File: src/rtl/hack_pkg.sv
// Shared definitions for the clearable word RAM.
//   WORD_W      - default data word width
//   ram_state_t - clear controller state (IDLE / CLEAR)
package hack_pkg;

  localparam int WORD_W = 16;

  typedef enum logic [0:0] {
    IDLE  = 1'b0,
    CLEAR = 1'b1
  } ram_state_t;

endpackage

File: src/rtl/word_reg.sv
// One data word of the RAM: a plain load-enabled register with no reset.
// Ports:
//   clk   - clock, rising edge
//   load  - capture d_in on the next rising edge
//   d_in  - data to store
//   d_out - stored data
module word_reg #(
  parameter int WIDTH = 16
) (
  input  logic             clk,
  input  logic             load,
  input  logic [WIDTH-1:0] d_in,
  output logic [WIDTH-1:0] d_out
);

  always_ff @(posedge clk) begin
    if (load) begin
      d_out <= d_in;
    end
  end

endmodule

File: src/rtl/ram8_clear.sv
// Small word RAM that wipes itself to zero after every reset.
// After rst drops, one word per clock is cleared (DEPTH cycles in total);
// busy is high for that time, user writes are ignored and d_out reads 0.
// Ports:
//   clk     - single clock, rising edge
//   rst     - synchronous active-high reset, restarts the clear sequence
//   load    - write enable for the word at address
//   address - word select for both read and write
//   d_in    - write data
//   d_out   - combinational read data for address (0 while busy)
//   busy    - clear sequence in progress
// Build option:
//   RAM8_READ_BYPASS_EN - when defined, a write in IDLE is forwarded from
//                         d_in to d_out in the same cycle.
//
// state | meaning
// IDLE  | normal read/write operation
// CLEAR | writing 0 to mem[ptr], one word per clock
module ram8_clear
  import hack_pkg::*;
#(
  parameter int WIDTH = WORD_W,
  parameter int DEPTH = 8,
  localparam int ADDR_W = $clog2(DEPTH)
) (
  input  logic              clk,
  input  logic              rst,
  input  logic              load,
  input  logic [ADDR_W-1:0] address,
  input  logic [WIDTH-1:0]  d_in,
  output logic [WIDTH-1:0]  d_out,
  output logic              busy
);

  ram_state_t        state;
  logic [ADDR_W-1:0] ptr;
  logic              clearing;
  logic              bypass_hit;
  logic [WIDTH-1:0]  word_q [DEPTH];

  assign clearing = (state == CLEAR);
  assign busy     = clearing;

  always_ff @(posedge clk) begin
    if (rst) begin
      state <= CLEAR;
      ptr   <= '0;
    end else if (state == CLEAR) begin
      ptr <= ptr + 1'b1;
      if (ptr == ADDR_W'(DEPTH - 1)) begin
        state <= IDLE;
      end
    end
  end

  // Clearing reuses each word's normal load path with zero data, so the
  // word registers themselves need no reset. rst blocks every write.
  for (genvar gi = 0; gi < DEPTH; gi++) begin : g_word
    logic             wr_en;
    logic [WIDTH-1:0] wr_data;

    assign wr_en   = !rst && (clearing ? (ptr == ADDR_W'(gi))
                                       : (load && address == ADDR_W'(gi)));
    assign wr_data = clearing ? '0 : d_in;

    word_reg #(
      .WIDTH (WIDTH)
    ) u_word (
      .clk   (clk),
      .load  (wr_en),
      .d_in  (wr_data),
      .d_out (word_q[gi])
    );
  end

`ifdef RAM8_READ_BYPASS_EN
  assign bypass_hit = load;
`else
  assign bypass_hit = 1'b0;
`endif

  always_comb begin
    d_out = '0;
    if (!busy) begin
      d_out = bypass_hit ? d_in : word_q[address];
    end
  end

endmodule

File: config.mk
export PLATFORM = sky130hd
export DESIGN_NAME = ram8_clear
export DESIGN_NICKNAME = d
export VERILOG_FILES = /design/src/rtl/hack_pkg.sv /design/src/rtl/word_reg.sv /design/src/rtl/ram8_clear.sv
export SDC_FILE = /design/constraint.sdc
export NUM_CORES = 1
export LEC_CHECK = 0
export CAP_MARGIN = 5
export CORE_MARGIN = 3
export CORE_UTILIZATION = 30
export CTS_BUF_LIST = sky130_fd_sc_hd__clkbuf_4 sky130_fd_sc_hd__clkbuf_8
export CTS_CLUSTER_DIAMETER = 40
export DETAILED_ROUTE_END_ITERATION = 6
export PLACE_DENSITY = 0.6
export SYNTH_ARGS = -nofsm -noshare
export SYNTH_HDL_FRONTEND = slang
export SYNTH_SLANG_ARGS = --single-unit
File: constraint.sdc
create_clock -name clk -period 2.6 [get_ports clk]
set_clock_uncertainty 0.1 [all_clocks]
set_input_delay 0.39 -clock clk [delete_from_list [all_inputs] [get_ports clk]]
set_output_delay 0.39 -clock clk [all_outputs]
set_load 0.01 [all_outputs]
* After elaboration in Yosys (flattened, before gate mapping)
Index checks and enable logic that the tools add are counted. W data, S select, Z words.
Word-level totals: input bits 22, register bits after elaboration 132
Cells by class: muxes and demuxes 15, magnitude comparators 1, eq/ne operators 14, bitwise logic cells 1, reductions and logical operators 19, $add $sub $neg 1
Operator list (number):
- $mux W16 | 4
- $bmux W16 S3 | 1
- $eq A3 B3 Y1 const B | 8
- $logic_and A1 B1 Y1 | 16
- $eq A3 B2 Y1 const B | 4
- $mux W1 | 10
- $eq A3 B1 Y1 const B | 2
- $logic_not A3 Y1 | 2
- $ge A4 B4 Y1 const B | 1
- $not A3 Y4 | 1
- $add A3 B1 Y3 const B | 1
- $logic_not A1 Y1 | 1

* Depth between registers and ports, before layout
Gate-level depths: netlist of the first run.
depth in word-level cells 5, gate-level depth with buffers 6, depth with buffers taken out 5

* By module
From an unflattened synthesis of the first run, not the netlist that was laid out.
Second synthesis, totals: cell total of the unflattened synthesis 307, area, all modules 5367.6 um^2
Modules (own cells, without submodules):
- word_reg | instances 8, seq. area each 480.5 um^2, cells each 16, area an instance 480.5 um^2
- ram8_clear | instances 1, seq. area each 80.1 um^2, cells each 179, area an instance 1524.0 um^2

* Worst setup path before layout of the first run
Ideal clock, no wire load.
path kind input to register, start input port address[1], end register g_word[3].u_word.d_out[0] (enable), setup time 394 ps, stages on the path 5, path buffers 3, slack 165 ps, arrival 1941 ps, cell sequence buf_4 -> clkbuf_1 -> buf_2 -> nand4_1 -> a21oi_1
On the way: longest elaborated chain between the ends 4
RTL lines:
- start, declared | RTL line ram8_clear.sv:29 | input logic [ADDR_W-1:0] address,
- $eq A3 B2 Y1 | RTL line ram8_clear.sv:63 | : (load && address == ADDR_W'(gi)));
- $logic_and A1 B1 Y1 | RTL line ram8_clear.sv:63
- $mux W1 | RTL line ram8_clear.sv:62 | assign wr_en = !rst && (clearing ? (ptr == ADDR_W'(gi))
- $logic_and A1 B1 Y1 | RTL line ram8_clear.sv:62
- via g_word[3].u_word.load | RTL line word_reg.sv:11 | input logic load,
- end signal, assigned | RTL line word_reg.sv:18 | d_out <= d_in;
- end, declared | RTL line word_reg.sv:13 | output logic [WIDTH-1:0] d_out
The timed path passes the listed nets, and every way through them passes these cells. A chain may end at the register's enable or synchronous reset.

* Final worst setup path of the first run
start input port address[0], end output port d_out[12]
On the way: longest elaborated chain between the ends 5
RTL lines:
- $not A3 Y4 (implied by the code) | RTL line ram8_clear.sv:85 | d_out = bypass_hit ? d_in : word_q[address];
- $bmux W16 S3 | RTL line ram8_clear.sv:85
- $mux W16 (implied by the code) (2 in a row) | RTL line ram8_clear.sv:85
- $mux W16 | RTL line ram8_clear.sv:84 | if (!busy) begin
- end, declared | RTL line ram8_clear.sv:31 | output logic [WIDTH-1:0] d_out,
No other way between the ends. The select of a mux whose other input is x is not followed.

==> run_results.csv, run 1 <==
group,metric,value,unit
die,dieWidth,140,microns
timing,finalCriticalPeriod,2530,ps
die,initial_core_util,30.9,%
setup_path,cp.required,2110,ps
final_layout,final_layout_fill_cell_count,1636,
timing,setup_viol_count_final,0,
timing,tightestPinTransition,545,ps
detailed_routing,totalWireLength,11300,microns
synthesis,synth-compound-area-share,5.54,%
cts,cts_buffer_depth,2,
run,maxCapViolCount,0,
power,power.density,645,mW/mm^2
synthesis,yosys-top-cells-area,"edfxtp_1 (72%), mux4_2 (6.7%), nor2b_1 (4.1%)",
synthesis,yosys_register_bits,132,
cts,cts_sinks,132,
place,gp_congestion,0.737,
final_layout,antenna_cells,0,
place,place.port_buffers,38,
synthesis,syn_inst_count,309,
synthesis,synth-async-reset-ratio,0,%
worst_hold_path,min-delay-path-class,"reg2reg",
setup_path,critical_path.slowest_cell,"mux4_2",
setup_path,critical_path_arrival,2040,ps
detailed_routing,initialDrtViolationCount,178,
detailed_routing,routed_via_density,4.79,
setup_path,timing.critical_path.cells,"clkdlybuf4s15_2 -> buf_8 -> mux4_2 -> o22ai_1 -> nor3_1 -> clkdlybuf4s50_1",
die,placementRows,48,
timing,slew_headroom,63.6,%
timing,finalHoldViolCount,0,
final_layout,multi_input_comb_area,0.00134,sq mm
cts,cts_root_buf,"clkbuf_8",
cts,tritoncts,"done",
detailed_routing,post-route-drc-count,0,
detailed_routing,wl_per_cell,18.1,microns
synthesis,synth-warning-count,0,
setup_path,critical_path_class,"in2out",
place,post-dp-hpwl,7430,microns
setup_path,worst-path-max-fanout,7,
grt,grt_pass1_vias,3165,
final_layout,drive_gt1_share,27.5,%
run_status,status,"completed",
final_layout,layout_common_cells,"edfxtp_1 (128), nor2b_1 (35), buf_4 (33), clkdlybuf4s50_1 (25)",
grt,grt_start_max_net_pins,28,
synthesis,synth_ff_type,"edfxtp_1",
synthesis,netlist_area,0.00538,sq mm
final_layout,final_common_cell,"edfxtp_1",
synthesis,synth.net_count,337,
timing,timing_max_transition_violations_final,0,
die,top_level_ports,39,
die,chipHeight,140,microns
synthesis,synthesis.area_per_instance,17.4,sq um
timing,fmaxAchievable,396,MHz
timing,final_min_period_over_clock_period,97.2,%
grt,grt_use_total,11.8,%
synthesis,synth.yosys.seq_area_share,73.0,%
synthesis,synthDistinctLibCells,29,
synthesis,yosysTopAreaCell,"edfxtp_1",
synthesis,synth-xor-area-share,0.163,%
die,core_area,0.0174,sq mm
grt,grt_antenna_before_repair,0,
die,die-area,0.0196,sq mm
synthesis,synthDominantCellAreaShare,71.5,%
synthesis,number_of_enable_flip_flop_cells_after_synthesis,128,
setup_path,worst_setup_path_start_kind,"input port",
grt,wire_length_of_the_first_global_routing_pass,17600,microns
synthesis,synth_top_family_by_area,"multiplexers",
final_layout,regArea,0.00393,sq mm
timing,worst_hold_slack,491,ps
cts,cts_max_level,4,
setup_path,cpPeakStageDelay,500,ps
cts,clk_pin_slew_worst_paths,70,ps
cts,clk-insertion-delay-late,420,ps
cts,postCtsHoldBufs,0,
timing,setup_repair_after_global_routing_missed_its_margin,"no",
grt,grt_overflow_total,0,
detailed_routing,routed-via-count,2976,
synthesis,post_synth_and_or_nand_nor_area_fraction,7.08,%
detailed_routing,route.antenna.remaining_nets,0,
power,p_leak,2.38,nW
final_layout,synthToLayoutAreaGrowth,24.4,%
synthesis,post_synth_fa_ha_maj_area_fraction,1.40,%
detailed_routing,drt_first_pass_iters,4,
power,worst_ir_drop_vdd,0.000324,V
synthesis,synth.mux.area_fraction,10.2,%
setup_path,worstSetupEndpointType,"primary output",
timing,fin_setup_tns,0,ps
cts,cts_made_buffers,17,
final_layout,nNetsFinal,411,
## registers in the layout, indices dropped and copies added, names as in the netlist
register and cells:
busy 1, ptr 3, g_word.u_word.d_out 128
## repair_timing
item,4_1_cts,5_1_grt
setup buffers,1,4
pin swaps,1,0
cloned,0,0
gates resized for setup,8,13
endpoints found under the setup margin,16,13
## worst paths after layout
kind	depth (start not counted)	slack, ps	to	start
hold / removal	2	490	ptr[0]	ptr[0]
setup reg to reg	5	600	g_word[2].u_word.d_out[2]	busy
hold reg to reg	2	490	ptr[0]	ptr[0]
setup / recovery	6	70	d_out[12]	address[0]
## per-stage QoR
step / area (sq um) / total power [mW] / instances / util, % / worst slack (ps)
CTS: 6620 / 4.35 / 617 / 38.0 / 11.3
detailed placement: 6220 / 2.74 / 584 / 35.7 / -376
global placement: 6220 / 2.74 / 584 / 35.7 / -386
floorplan: 5380 / 2.61 / 309 / - / 165
finish: 6690 / 4.31 / 621 / 38.4 / 72.2
global route: 6690 / 4.46 / 621 / 38.4 / 2.94
## cell usage after synthesis, drive strengths merged, types with 2 or more instances
master,number
buf,12
ha,6
mux2,16
clkbuf,10
nand2,2
a211oi,17
a32oi,3
nor3,16
nor2,12
o22ai,16
mux4,16
dfxtp,4
nor2b,35
inv,4
a22oi,3
edfxtp,128
## report_power, final
part	internal, mW	switching, mW
Sequential	2.37	0.0191
Combinational	0.156	0.156
Clock	0.838	0.770
## layout make-up
type / count / share of cell area [%]
clock buffer: 17 / 3.50
timing repair buffer: 77 / 11.3
tap: 225 / 4.21
multi-input combinational: 151 / 20.0
sequential: 132 / 58.7
clock inverter: 15 / 2.10
inverter: 4 / 0.224
## metal layers
layer | vias to the layer above | routed length, microns | track usage (%)
met1 | 1515 | 5140 | 15.4
met5 | - | 0 | 0
met4 | 0 | 132 | 4.49
li1 | 1372 | - | -
met3 | 12 | 563 | 3.30
met2 | 77 | 5440 | 18.9
## cell families (layout without fill, tap and decap cells)
| family | after synthesis | count (layout) |
|---|---|---|
| DFF | 132 | 132 |
| and+or+nand+nor | 69 | 69 |
| AOI/OAI and AO/OA | 42 | 42 |
| muxes | 33 | 33 |
| buffers and inverters | 26 | 113 |
| adders and majority gates | 6 | 6 |
| xor gates and xnor gates | 1 | 1 |
## critical path, delay by kind of cell
family,cells,cell delay [ps]
AOI/OAI and AO/OA,1,200
buffers and inverters,3,870
muxes,1,500
and+or+nand+nor,1,70
Power figures use the tool's default switching activity.
==> inputs of run 2 (changes only) <==
- CORE_UTILIZATION: 30 -> 50
- PLACE_DENSITY: 0.6 -> 0.84
- SLEW_MARGIN: unset -> 30
==> run 2 against run 1 <==
Against the previous run: global-route usage up 8.2 points; hold slack worse by 28 ps; combinational power about the same; critical path type is now reg2out; highest routed layer unchanged.
==> run_results.csv, run 2 (synthesis gave the netlist of run 1 again) <==
group,metric,value,unit
run,maxCapViolCount,0,
detailed_routing,initialDrtViolationCount,242,
timing,finalCriticalPeriod,2490,ps
die,chipHeight,110,microns
detailed_routing,wl_per_cell,21.4,microns
place,placedInstanceArea,0.00604,sq mm
timing,timing_max_transition_violations_final,0,
timing,fmaxAchievable,402,MHz
grt,grt_start_max_net_pins,41,
grt,grt_antenna_before_repair,0,
setup_path,worstSetupEndpointType,"primary output",
detailed_routing,totalWireLength,11200,microns
setup_path,cp.required,2110,ps
power,p_leak,2.21,nW
final_layout,synthToLayoutAreaGrowth,20.3,%
detailed_routing,routed-via-count,3072,
place,post-dp-hpwl,6730,microns
die,dieWidth,110,microns
grt,grt_overflow_total,0,
timing,setup_repair_after_global_routing_missed_its_margin,"no",
cts,cts_sinks,132,
setup_path,timing.critical_path.cells,"clkdlybuf4s50_1",
timing,worst_slack,111,ps
die,core_area,0.0104,sq mm
place,setup_slack_after_placement,-316,ps
grt,grt_pass1_vias,3191,
detailed_routing,post-route-drc-count,0,
cts,postCtsHoldBufs,0,
place,gp_congestion,0.801,
timing,setup_viol_count_final,0,
worst_hold_path,min-delay-path-class,"reg2reg",
setup_path,cpPeakStageDelay,890,ps
place,place.port_buffers,38,
cts,clk-insertion-delay-late,430,ps
setup_path,critical_path_class,"reg2out",
final_layout,layout_common_cells,"edfxtp_1 (128), nor2b_1 (35), buf_4 (26), clkdlybuf4s50_1 (20), clkbuf_8 (17)",
final_layout,nNetsFinal,403,
setup_path,crit_buf_inv,1,
setup_path,worst-path-max-fanout,40,
die,initial_core_util,51.8,%
cts,cts_max_level,4,
detailed_routing,route.antenna.remaining_nets,0,
die,top_level_ports,39,
cts,tritoncts,"done",
timing,tightestPinTransition,856,ps
final_layout,final_common_cell,"edfxtp_1",
grt,wire_length_of_the_first_global_routing_pass,17400,microns
cts,cts_root_buf,"clkbuf_8",
final_layout,antenna_cells,0,
power,worst_ir_drop_vdd,0.000295,V
timing,finalHoldViolCount,0,
die,die-area,0.0120,sq mm
final_layout,finish.instance_area,0.00646,sq mm
cts,clk_pin_slew_worst_paths,70,ps
cts,cts_made_buffers,17,
setup_path,critical_path.slowest_cell,"dfxtp_2",
detailed_routing,drt_first_pass_iters,5,
timing,slew_headroom,42.9,%
final_layout,drive_gt1_share,31.3,%
setup_path,worst_setup_path_start_kind,"register",
final_layout,number_of_flip_flops_under_the_largest_register_name,128,
run_status,status,"completed",
die,placementRows,37,
timing,final_min_period_over_clock_period,95.7,%
power,power.density,683,mW/mm^2
final_layout,max_flop_register,"g_word.u_word.d_out",
grt,grt_use_total,20.1,%
detailed_routing,routed_via_density,5.87,
cts,cts_buffer_depth,2,
setup_path,critical_path_arrival,2000,ps
setup_path,worst_path_dominant_cell_family,"flip-flops",
==> run 2: timing repair <==
item	in CTS	in global routing
buffers inserted	4	0
hold endpoints to repair	0	0
gates resized for setup	70	5
endpoints found under the setup margin	16	16
==> run 2: final timing paths <==
kind               start                   endpoint  slack [ps]  cells past startpoint
setup / recovery    busy                       busy         110                      1
hold / removal    ptr[1]                     ptr[1]         460                      2
setup reg to reg    busy  g_word[2].u_word.d_out[6]         420                      4
hold reg to reg   ptr[1]                     ptr[1]         460                      2
==> run 2: stage by stage <==
stage / std cells / util [%] / power, mW / hold WS, ps / setup TNS [ps]
floorplan: 309 / - / 2.61 / 395 / 0
global placement: 488 / 58.2 / 2.71 / 448 / -4550
detailed placement: 488 / 58.2 / 2.73 / 456 / -4620
CTS: 523 / 62.2 / 4.44 / 463 / 0
global route: 523 / 62.3 / 4.56 / 506 / 0
finish: 523 / 62.3 / 4.42 / 463 / 0
==> run 2: area by class of cell <==
class,count,area [sq um]
sequential,132,3930
fill,699,3910
multi-input combinational,151,1360
timing repair buffer,69,593
clock buffer,17,234
tap,136,170
clock inverter,14,165
inverter,4,15.0
==> run 2: power breakdown <==
group	internal, mW	switching, mW	leakage, nW
Combinational	0.155	0.156	0.784
Sequential	2.37	0.0238	1.23
Clock	0.875	0.832	0.197
==> run 2: metal layers <==
metal  global-route usage, %  share of wire, %  vias up
met2                    32.3                51      135
met5                       0                 0        -
li1                        -                 -     1351
met4                    8.99               3.1        0
met1                    26.0                40     1552
met3                    5.17               6.4       34
